`src/rtl/rx_irq_coalesce.sv`:
```
// Per-channel RX interrupt coalescing: packet-count / timeout arming, holdoff after
// each acknowledged interrupt, and a round-robin arbiter driving one held request line.
module rx_irq_coalesce #(
    parameter int NCH = 2,
    parameter int CW  = 8,
    parameter int TW  = 16,
    parameter int VW  = 3
) (
    input  logic           clk,
    input  logic           rst_n,
    input  logic [NCH-1:0] cfg_irq_en,
    input  logic [CW-1:0]  cfg_pkt_thresh,
    input  logic [TW-1:0]  cfg_timeout,
    input  logic [TW-1:0]  cfg_holdoff,
    input  logic [NCH-1:0] pkt_evt,
    input  logic [NCH-1:0] pending,
    output logic           irq_req,
    output logic [VW-1:0]  irq_vec,
    input  logic           irq_ack,
    output logic [31:0]    irq_cnt
);

    typedef enum logic [1:0] {
        ST_IDLE,
        ST_ARMED,
        ST_FIRE,
        ST_HOLDOFF
    } ch_state_e;

    localparam logic [CW-1:0] CNT_MAX = '1;
    localparam logic [TW-1:0] TMR_MAX = '1;

    ch_state_e       state_q [NCH];
    ch_state_e       state_d [NCH];
    logic [CW-1:0]   cnt_q   [NCH];
    logic [CW-1:0]   cnt_d   [NCH];
    logic [CW-1:0]   cnt_sat [NCH];
    logic [TW-1:0]   tmr_q   [NCH];
    logic [TW-1:0]   tmr_d   [NCH];

    logic [CW-1:0]   thresh_eff;
    logic            ack_take;
    logic [NCH-1:0]  fire_vec;
    logic            grant_valid;
    logic [VW-1:0]   grant_idx;
    logic [VW-1:0]   rr_ptr;

    assign thresh_eff = (cfg_pkt_thresh == '0) ? CW'(1) : cfg_pkt_thresh;
    // An ack only counts while a request is actually outstanding.
    assign ack_take   = irq_ack & irq_req;

    // Per-channel next-state logic.
    always_comb begin
        for (int ch = 0; ch < NCH; ch++) begin
            // NOTE: every combinational output gets a default first, so no path leaves it unassigned and no latch is inferred.
            state_d[ch]  = state_q[ch];
            cnt_d[ch]    = cnt_q[ch];
            tmr_d[ch]    = tmr_q[ch];
            cnt_sat[ch]  = (pkt_evt[ch] && cnt_q[ch] != CNT_MAX) ? cnt_q[ch] + CW'(1) : cnt_q[ch];
            fire_vec[ch] = (state_q[ch] == ST_FIRE) && cfg_irq_en[ch];

            if (!cfg_irq_en[ch]) begin
                state_d[ch] = ST_IDLE;
                cnt_d[ch]   = '0;
                tmr_d[ch]   = '0;
            end else begin
                case (state_q[ch])
                    ST_IDLE: begin
                        if (pkt_evt[ch]) begin
                            state_d[ch] = ST_ARMED;
                            cnt_d[ch]   = CW'(1);
                            tmr_d[ch]   = '0;
                        end
                    end
                    ST_ARMED: begin
                        cnt_d[ch] = cnt_sat[ch];
                        if (tmr_q[ch] != TMR_MAX) tmr_d[ch] = tmr_q[ch] + TW'(1);
                        if (cnt_q[ch] >= thresh_eff || tmr_q[ch] >= cfg_timeout)
                            state_d[ch] = ST_FIRE;
                    end
                    ST_FIRE: begin
                        if (ack_take && irq_vec == VW'(ch)) begin
                            state_d[ch] = ST_HOLDOFF;
                            cnt_d[ch]   = '0;
                            tmr_d[ch]   = cfg_holdoff;
                        end
                    end
                    ST_HOLDOFF: begin
                        cnt_d[ch] = cnt_sat[ch];
                        if (tmr_q[ch] == '0) begin
                            // Packets that landed during holdoff, or unread data, re-arm at once.
                            if (cnt_sat[ch] != '0 || pending[ch]) begin
                                state_d[ch] = ST_ARMED;
                            end else begin
                                state_d[ch] = ST_IDLE;
                                cnt_d[ch]   = '0;
                            end
                            tmr_d[ch] = '0;
                        end else begin
                            tmr_d[ch] = tmr_q[ch] - TW'(1);
                        end
                    end
                    default: state_d[ch] = ST_IDLE;
                endcase
            end
        end
    end

    // Round-robin pick: channels above the last grant first, then wrap from 0.
    always_comb begin
        grant_valid = 1'b0;
        grant_idx   = '0;
        for (int ch = 0; ch < NCH; ch++) begin
            if (!grant_valid && fire_vec[ch] && VW'(ch) > rr_ptr) begin
                grant_valid = 1'b1;
                grant_idx   = VW'(ch);
            end
        end
        for (int ch = 0; ch < NCH; ch++) begin
            if (!grant_valid && fire_vec[ch] && VW'(ch) <= rr_ptr) begin
                grant_valid = 1'b1;
                grant_idx   = VW'(ch);
            end
        end
    end

    always_ff @(posedge clk or negedge rst_n) begin
        if (!rst_n) begin
            // NOTE: the per-channel arrays are control state, not storage, so every entry is reset.
            for (int ch = 0; ch < NCH; ch++) begin
                state_q[ch] <= ST_IDLE;
                cnt_q[ch]   <= '0;
                tmr_q[ch]   <= '0;
            end
        end else begin
            // NOTE: sequential state uses non-blocking assignments so every register samples pre-edge values.
            for (int ch = 0; ch < NCH; ch++) begin
                state_q[ch] <= state_d[ch];
                cnt_q[ch]   <= cnt_d[ch];
                tmr_q[ch]   <= tmr_d[ch];
            end
        end
    end

    always_ff @(posedge clk or negedge rst_n) begin
        if (!rst_n) begin
            irq_req <= 1'b0;
            irq_vec <= '0;
            irq_cnt <= '0;
            rr_ptr  <= VW'(NCH - 1);
        end else if (ack_take) begin
            irq_req <= 1'b0;
            irq_cnt <= irq_cnt + 32'd1;
        end else if (!irq_req && grant_valid) begin
            irq_req <= 1'b1;
            irq_vec <= grant_idx;
            rr_ptr  <= grant_idx;
        end
    end

endmodule

```
`config.mk`:
```
export PLATFORM = sky130hd
export DESIGN_NAME = rx_irq_coalesce
export DESIGN_NICKNAME = d
export VERILOG_FILES = /design/src/rtl/rx_irq_coalesce.sv
export SDC_FILE = /design/constraint.sdc
export NUM_CORES = 1
export LEC_CHECK = 0
export ABC_CLOCK_PERIOD_IN_PS = 3050
export CAP_MARGIN = 20
export CORE_MARGIN = 10
export CORE_UTILIZATION = 50
export CTS_BUF_LIST = sky130_fd_sc_hd__clkbuf_4
export DETAILED_ROUTE_END_ITERATION = 12
export PLACE_DENSITY_LB_ADDON = 0.15
export SLEW_MARGIN = 30
export SYNTH_ARGS = -nofsm -noshare
export SYNTH_HDL_FRONTEND = slang
export SYNTH_SLANG_ARGS = --single-unit
```
`constraint.sdc`:
```
create_clock -name clk -period 3.05 [get_ports clk]
set_clock_uncertainty 0.2 [all_clocks]
set_input_delay 0.61 -clock clk [delete_from_list [all_inputs] [get_ports clk]]
set_output_delay 0.61 -clock clk [all_outputs]
set_load 0.005 [all_outputs]
```
# Word level (Yosys, flattened, before mapping)
# Index checks and enable logic that the tools add are counted.
[word_totals]
register_bits = 91
output_inout_bits = 36
[classes]
addsub = 7
n_lt_le_gt_ge = 8
eq_ne = 21
n_mux = 50
bitwise_logic = 2
n_reduce_logical = 38
[op_table]
columns = ["op", "count"]
rows = [
  ["16-bit two-way mux", 10],
  ["16-bit one-hot mux with 4 select lines", 2],
  ["8-bit two-way mux", 13],
  ["8-bit one-hot mux with 4 select lines", 2],
  ["16-bit by 1-bit adder with 16-bit output, second input constant", 2],
  ["32-bit by 1-bit adder with 32-bit output, second input constant", 1],
  ["16-bit >= comparator", 2],
  ["16-bit logical NOT", 2],
  ["16-bit != test, second input constant", 2],
  ["16-bit by 1-bit subtractor with 16-bit output, second input constant", 2],
  ["3-bit != test, second input constant", 8],
  ["2-bit two-way mux", 10],
  ["8-bit by 1-bit adder with 8-bit output, second input constant", 2],
  ["8-bit >= comparator", 2],
  ["8-bit != test, second input constant", 2],
  ["2-bit one-hot mux with 4 select lines", 2],
  ["8-bit nonzero test", 2],
  ["1-bit logical AND", 14],
  ["1-bit two-way mux", 9],
  ["2-bit == test, second input constant", 4],
  ["8-bit logical NOT", 1],
  ["4-bit AND reduction", 2],
  ["1-bit by 3-bit greater-than comparator with 1-bit output, first input constant", 2],
  ["1-bit by 3-bit less-or-equal comparator with 1-bit output, first input constant", 2],
  ["13 further kinds", 26],
]

# Logic depth before layout (Yosys ltp)
[depth]
depth_word = 19
ltp_mapped = 11
mapped_depth_nobuf = 10

# Least setup slack after synthesis
# No wires, ideal clock.
[synth_timing]
path_kind = "register to register"
start = "reg tmr_q[0] (netlist bit)"
end = "reg tmr_q[12] (netlist bit)"
setup_ns = 0.135
arrival_ns = 2.598
setup_slack_ns = 0.118
path_stages_with_launch = 11
path_buffers = 2
synth_period_minus_slack_ns = 2.932
cell_sequence = "dfrtp_1 inv_1 ha_1 or4b_4 or3_1 buf_2 o31a_1 buf_6 a221o_1 a22oi_2 o22ai_1"
[synth_between]
elab_chain_len = 4
elab_cells_between_ends = 10
[synth_rtl]
columns = ["item", "line", "source"]
rows = [
  ["from (decl)", "38", "logic [TW-1:0] tmr_q [NCH];"],
  ["from (signal, indexed assignment)", "140", "tmr_q[ch] <= tmr_d[ch];"],
  ["16-bit by 1-bit subtractor with 16-bit output (tied with other cells)", "100", "tmr_d[ch] = tmr_q[ch] - TW'(1);"],
  ["16-bit two-way mux, on equally long branches", "90, 77", ""],
  ["16-bit one-hot mux with 4 select lines", "67", "case (state_q[ch])"],
  ["16-bit two-way mux", "62", "if (!cfg_irq_en[ch]) begin"],
]
# Several ways; a longest one is shown, not always the timed one. The select of a mux whose other input is x is not followed.
# A chain may end at the register's enable or synchronous reset.

# Final worst setup path
[layout_timing]
start = "reg tmr_q[0] (netlist bit)"
end = "reg tmr_q[4] (netlist bit)"
# Same word-level chain as after synthesis.

==> results.yml <==
run_status:
  outcome: "finished, final reports clean"
setup_path:
  worst-endpoint-required_ns: 3.24
  cp_cell_sequence: "inv_1, ha_1, or4b_4, or3_4, o31a_1, buf_4, nand2_1, o21ai_1, a22o_1"
  timing.rr.start: "tmr_q[0]"
  r2r_setup_slack_ns: 0.12
  critical-path-slowest-cell: "or4b_4"
  cp_slowest_stage_delay_ns: 0.47
  critical_path.endpoint_type: "flip-flop"
  worstPathMaxFanout: 10
  cp_launch_point: "tmr_q[0]"
  r2r_cells: 9
  cp-start-kind: "flip-flop"
  path_class: "flip-flop to flip-flop"
  setup.worst_path.end: "tmr_q[4]"
  critical_path_arrival_ns: 3.12
  worst_r2r_endpoint: "tmr_q[4]"
floorplan:
  start_util: 0.5114
  floorplan.die.height_um: 139.2
  rows: 43
  num_io_pins: 85
  width_of_the_die_um: 139.2
  placeableCoreArea_um2: 13880
  die_area_um2: 19360
synthesis:
  postSynthCellCount: 848
  number_of_flops_mapped_to_enable_cells_by_yosys: 0
  synth.cell_area_um2: 7099
  synth_cell_types: 77
  syn_area_per_cell_um2: 8.372
  postSynth.asyncResetShare: 1.000
  dominantRegCellSynth: "dfrtp_1"
  synth.yosys.seq_area_share: 0.3068
  total_of_flip_flops_plus_latches_after_synthesis: 87
  ys_warn_count: 0
sta:
  tightest_slew_ns: 0.6218
  final.setup.tns_ns: 0
  timing.final.crit_share: 0.9603
  finalHoldViolations: 0
  maxClockFrequency_mhz: 341.4
  fin_hold_ws_ns: 0.2845
  final-setup-viol-count: 0
  slew-limit-headroom: 0.5839
  finalCriticalPeriod_ns: 2.929
  final_max_slew_viol_count: 0
routing:
  routed_wirelength_mm: 21.52
  drtPass1Iterations: 6
  drt-vias-per-instance: 6.052
  routed-via-count: 7075
  drt_first_iter_violations: 622
  remaining_drc_errors: 0
  avgRoutedWirePerCell_um: 18.41
  postRouteAntennaNets: 0
worst_hold_path:
  min_delay_startpoint: "irq_cnt[31]"
  worst_hold_path_type: "flip-flop to flip-flop"
placement:
  gp_routability_congestion: 0.9377
  dp.final_hpwl_mm: 16.31
  port_buffers: 82
clock_network:
  numClockSinks: 87
  h-tree-depth: 3
  cts-root-to-sink-buffers: 2
  number_of_post_cts_setup_repair_buffers: 0
  clk_root_buffer_cell: "clkbuf_4"
  clk-insertion-delay-late_ns: 0.49
  path_clk_slew_ns: 0.16
  cts_tree: "built"
  numCtsBuffers: 9
global_routing:
  global_route_wire_length_before_repair_mm: 35.35
  grt_max_degree: 40
  first_global_vias: 6905
  antenna_found_initial: 1
  globalRoute.totalOverflow: 0
  total_global_route_track_usage: 0.2174
final_layout:
  nFillCells: 1206
  mostFrequentLayoutCells: "86 x dfrtp_1, 84 x buf_4, 81 x clkdlybuf4s50_1"
  most_frequent_standard_cell_in_the_layout_excluding_fill_and_tap_cells: "dfrtp_1"
  finish.utilization: 0.6318
  post_route_cells_drive_above_1_share: 0.1204
  syn_to_final_growth_pct: 23.53
  nets: 1098
power_and_ir_drop:
  ir_drop_mv: 0.4128
  p_leak_uw: 0.003959
  power_density_nw_per_um2: 521.4
job:
  drv.max_cap_violation_count: 0
[metrics by stage]
| step | cell area (um2) | instances | power (uW) | setup WS [ns] |
|---|---|---|---|---|
| CTS | 8746 | 1168 | 4547 | 0.001753 |
| detailed placement | 8597 | 1151 | 3824 | -0.2468 |
| global placement | 8597 | 1151 | 3757 | -0.05956 |
| finish | 8770 | 1169 | 4573 | 0.1210 |
| floorplan | 7103 | 849 | 2923 | 0.1176 |
| global route | 8770 | 1169 | 4910 | -0.0004958 |
[worst max-delay path, delay by kind of cell, from the launching register on]
kind | cells | cell delay (ns)
flip-flops | 1 | 0.41
AO/OA/AOI/OAI | 3 | 0.63
AND/OR/NAND/NOR | 3 | 1.12
adder cells (fa/ha/maj) | 1 | 0.18
buffers and inverters | 2 | 0.28
[cell families (layout without fill, tap and decap cells)]
group / count (synthesis) / after routing / share of synthesized area
AOI/OAI and AO/OA: 232 / 232 / 0.2247
xor gates and xnor gates: 55 / 55 / 0.06785
adders and majority gates: 66 / 66 / 0.1163
buffers and inverters: 101 / 240 / 0.05728
DFF: 87 / 87 / 0.3068
muxes: 6 / 6 / 0.008988
other: 1 / 3 / 0.0005282
and+or+nand+nor: 300 / 300 / 0.2175
[synthesized netlist by cell type, types with 4 or more instances]
cell | number | area [um2]
a211oi_1 | 10 | 75.07
a21o_1 | 10 | 75.07
a21oi_1 | 43 | 215.2
a221oi_1 | 10 | 87.58
a222oi_1 | 9 | 90.09
a22o_1 | 10 | 87.58
a22oi_1 | 8 | 60.06
a31oi_1 | 7 | 43.79
and2_1 | 6 | 37.54
and3_1 | 13 | 81.33
and4_1 | 5 | 43.79
buf_2 | 4 | 20.02
clkbuf_1 | 35 | 131.4
dfrtp_1 | 86 | 2152
ha_1 | 66 | 825.8
inv_1 | 56 | 210.2
nand2_1 | 74 | 277.8
nand2b_1 | 12 | 75.07
nand3_1 | 33 | 165.2
nand3b_1 | 4 | 30.03
nand4_1 | 21 | 131.4
nor2_1 | 62 | 232.7
nor2b_1 | 7 | 43.79
nor3_1 | 23 | 115.1
nor4_1 | 14 | 87.58
o21ai_0 | 48 | 240.2
o21ai_1 | 12 | 60.06
o22ai_1 | 10 | 62.56
o2bb2ai_1 | 10 | 87.58
o31a_1 | 5 | 43.79
o31ai_1 | 8 | 60.06
or3_1 | 5 | 31.28
xnor2_1 | 36 | 315.3
xor2_1 | 19 | 166.4
[registers in the layout, summed over array words and instances, names as in the netlist]
signal and cells:
irq_req 1, state_q 4, irq_cnt 32, tmr_q 32, rr_ptr 1, irq_vec 1
cnt_q 16
[routing by layer]
metal | vias up | track usage | routed length [um]
met3 | 30 | 0.03562 | 1369
met4 | 0 | 0.07084 | 451
met1 | 3363 | 0.2787 | 9453
met2 | 285 | 0.3630 | 10250
met5 | - | 0 | 0
li1 | 3397 | - | -
[how the worst min path moves through the flow]
stage / end / slack [ns] / depth (start not counted)
floorplan: cnt_q[0] / 0.11 / 0
global placement: irq_cnt[31] / 0.26 / 1
detailed placement: irq_cnt[31] / 0.27 / 1
CTS: irq_cnt[31] / 0.30 / 1
global route: irq_cnt[31] / 0.31 / 1
finish: irq_cnt[31] / 0.28 / 1
[where the power goes]
part	total (uW)	switching (uW)	internal (uW)
Combinational	2400	1330	1070
Sequential	1460	182	1280
Clock	705	453	252
Total	4570	1970	2600
[cell type report]
cell class,count,area (um2),share of cell area
Multi-Input combinational cell,661,4539,0.5176
Clock inverter,7,71.32,0.008132
Inverter,57,214.0,0.02440
Timing Repair Buffer,167,1471,0.1678
Tap cell,180,225.2,0.02568
Sequential cell,87,2178,0.2484
Clock buffer,9,67.56,0.007704
Antenna cell,1,2.502,0.0002853
[timing repair]
| action | 4_1_cts | 5_1_grt |
|---|---|---|
| resized for setup | 0 | 4 |
| hold endpoints to repair | 25 | 0 |
| hold buffers | 1 | 0 |
| endpoints found under the setup margin | 0 | 17 |
Note: power is estimated with default switching activity, not from simulation.
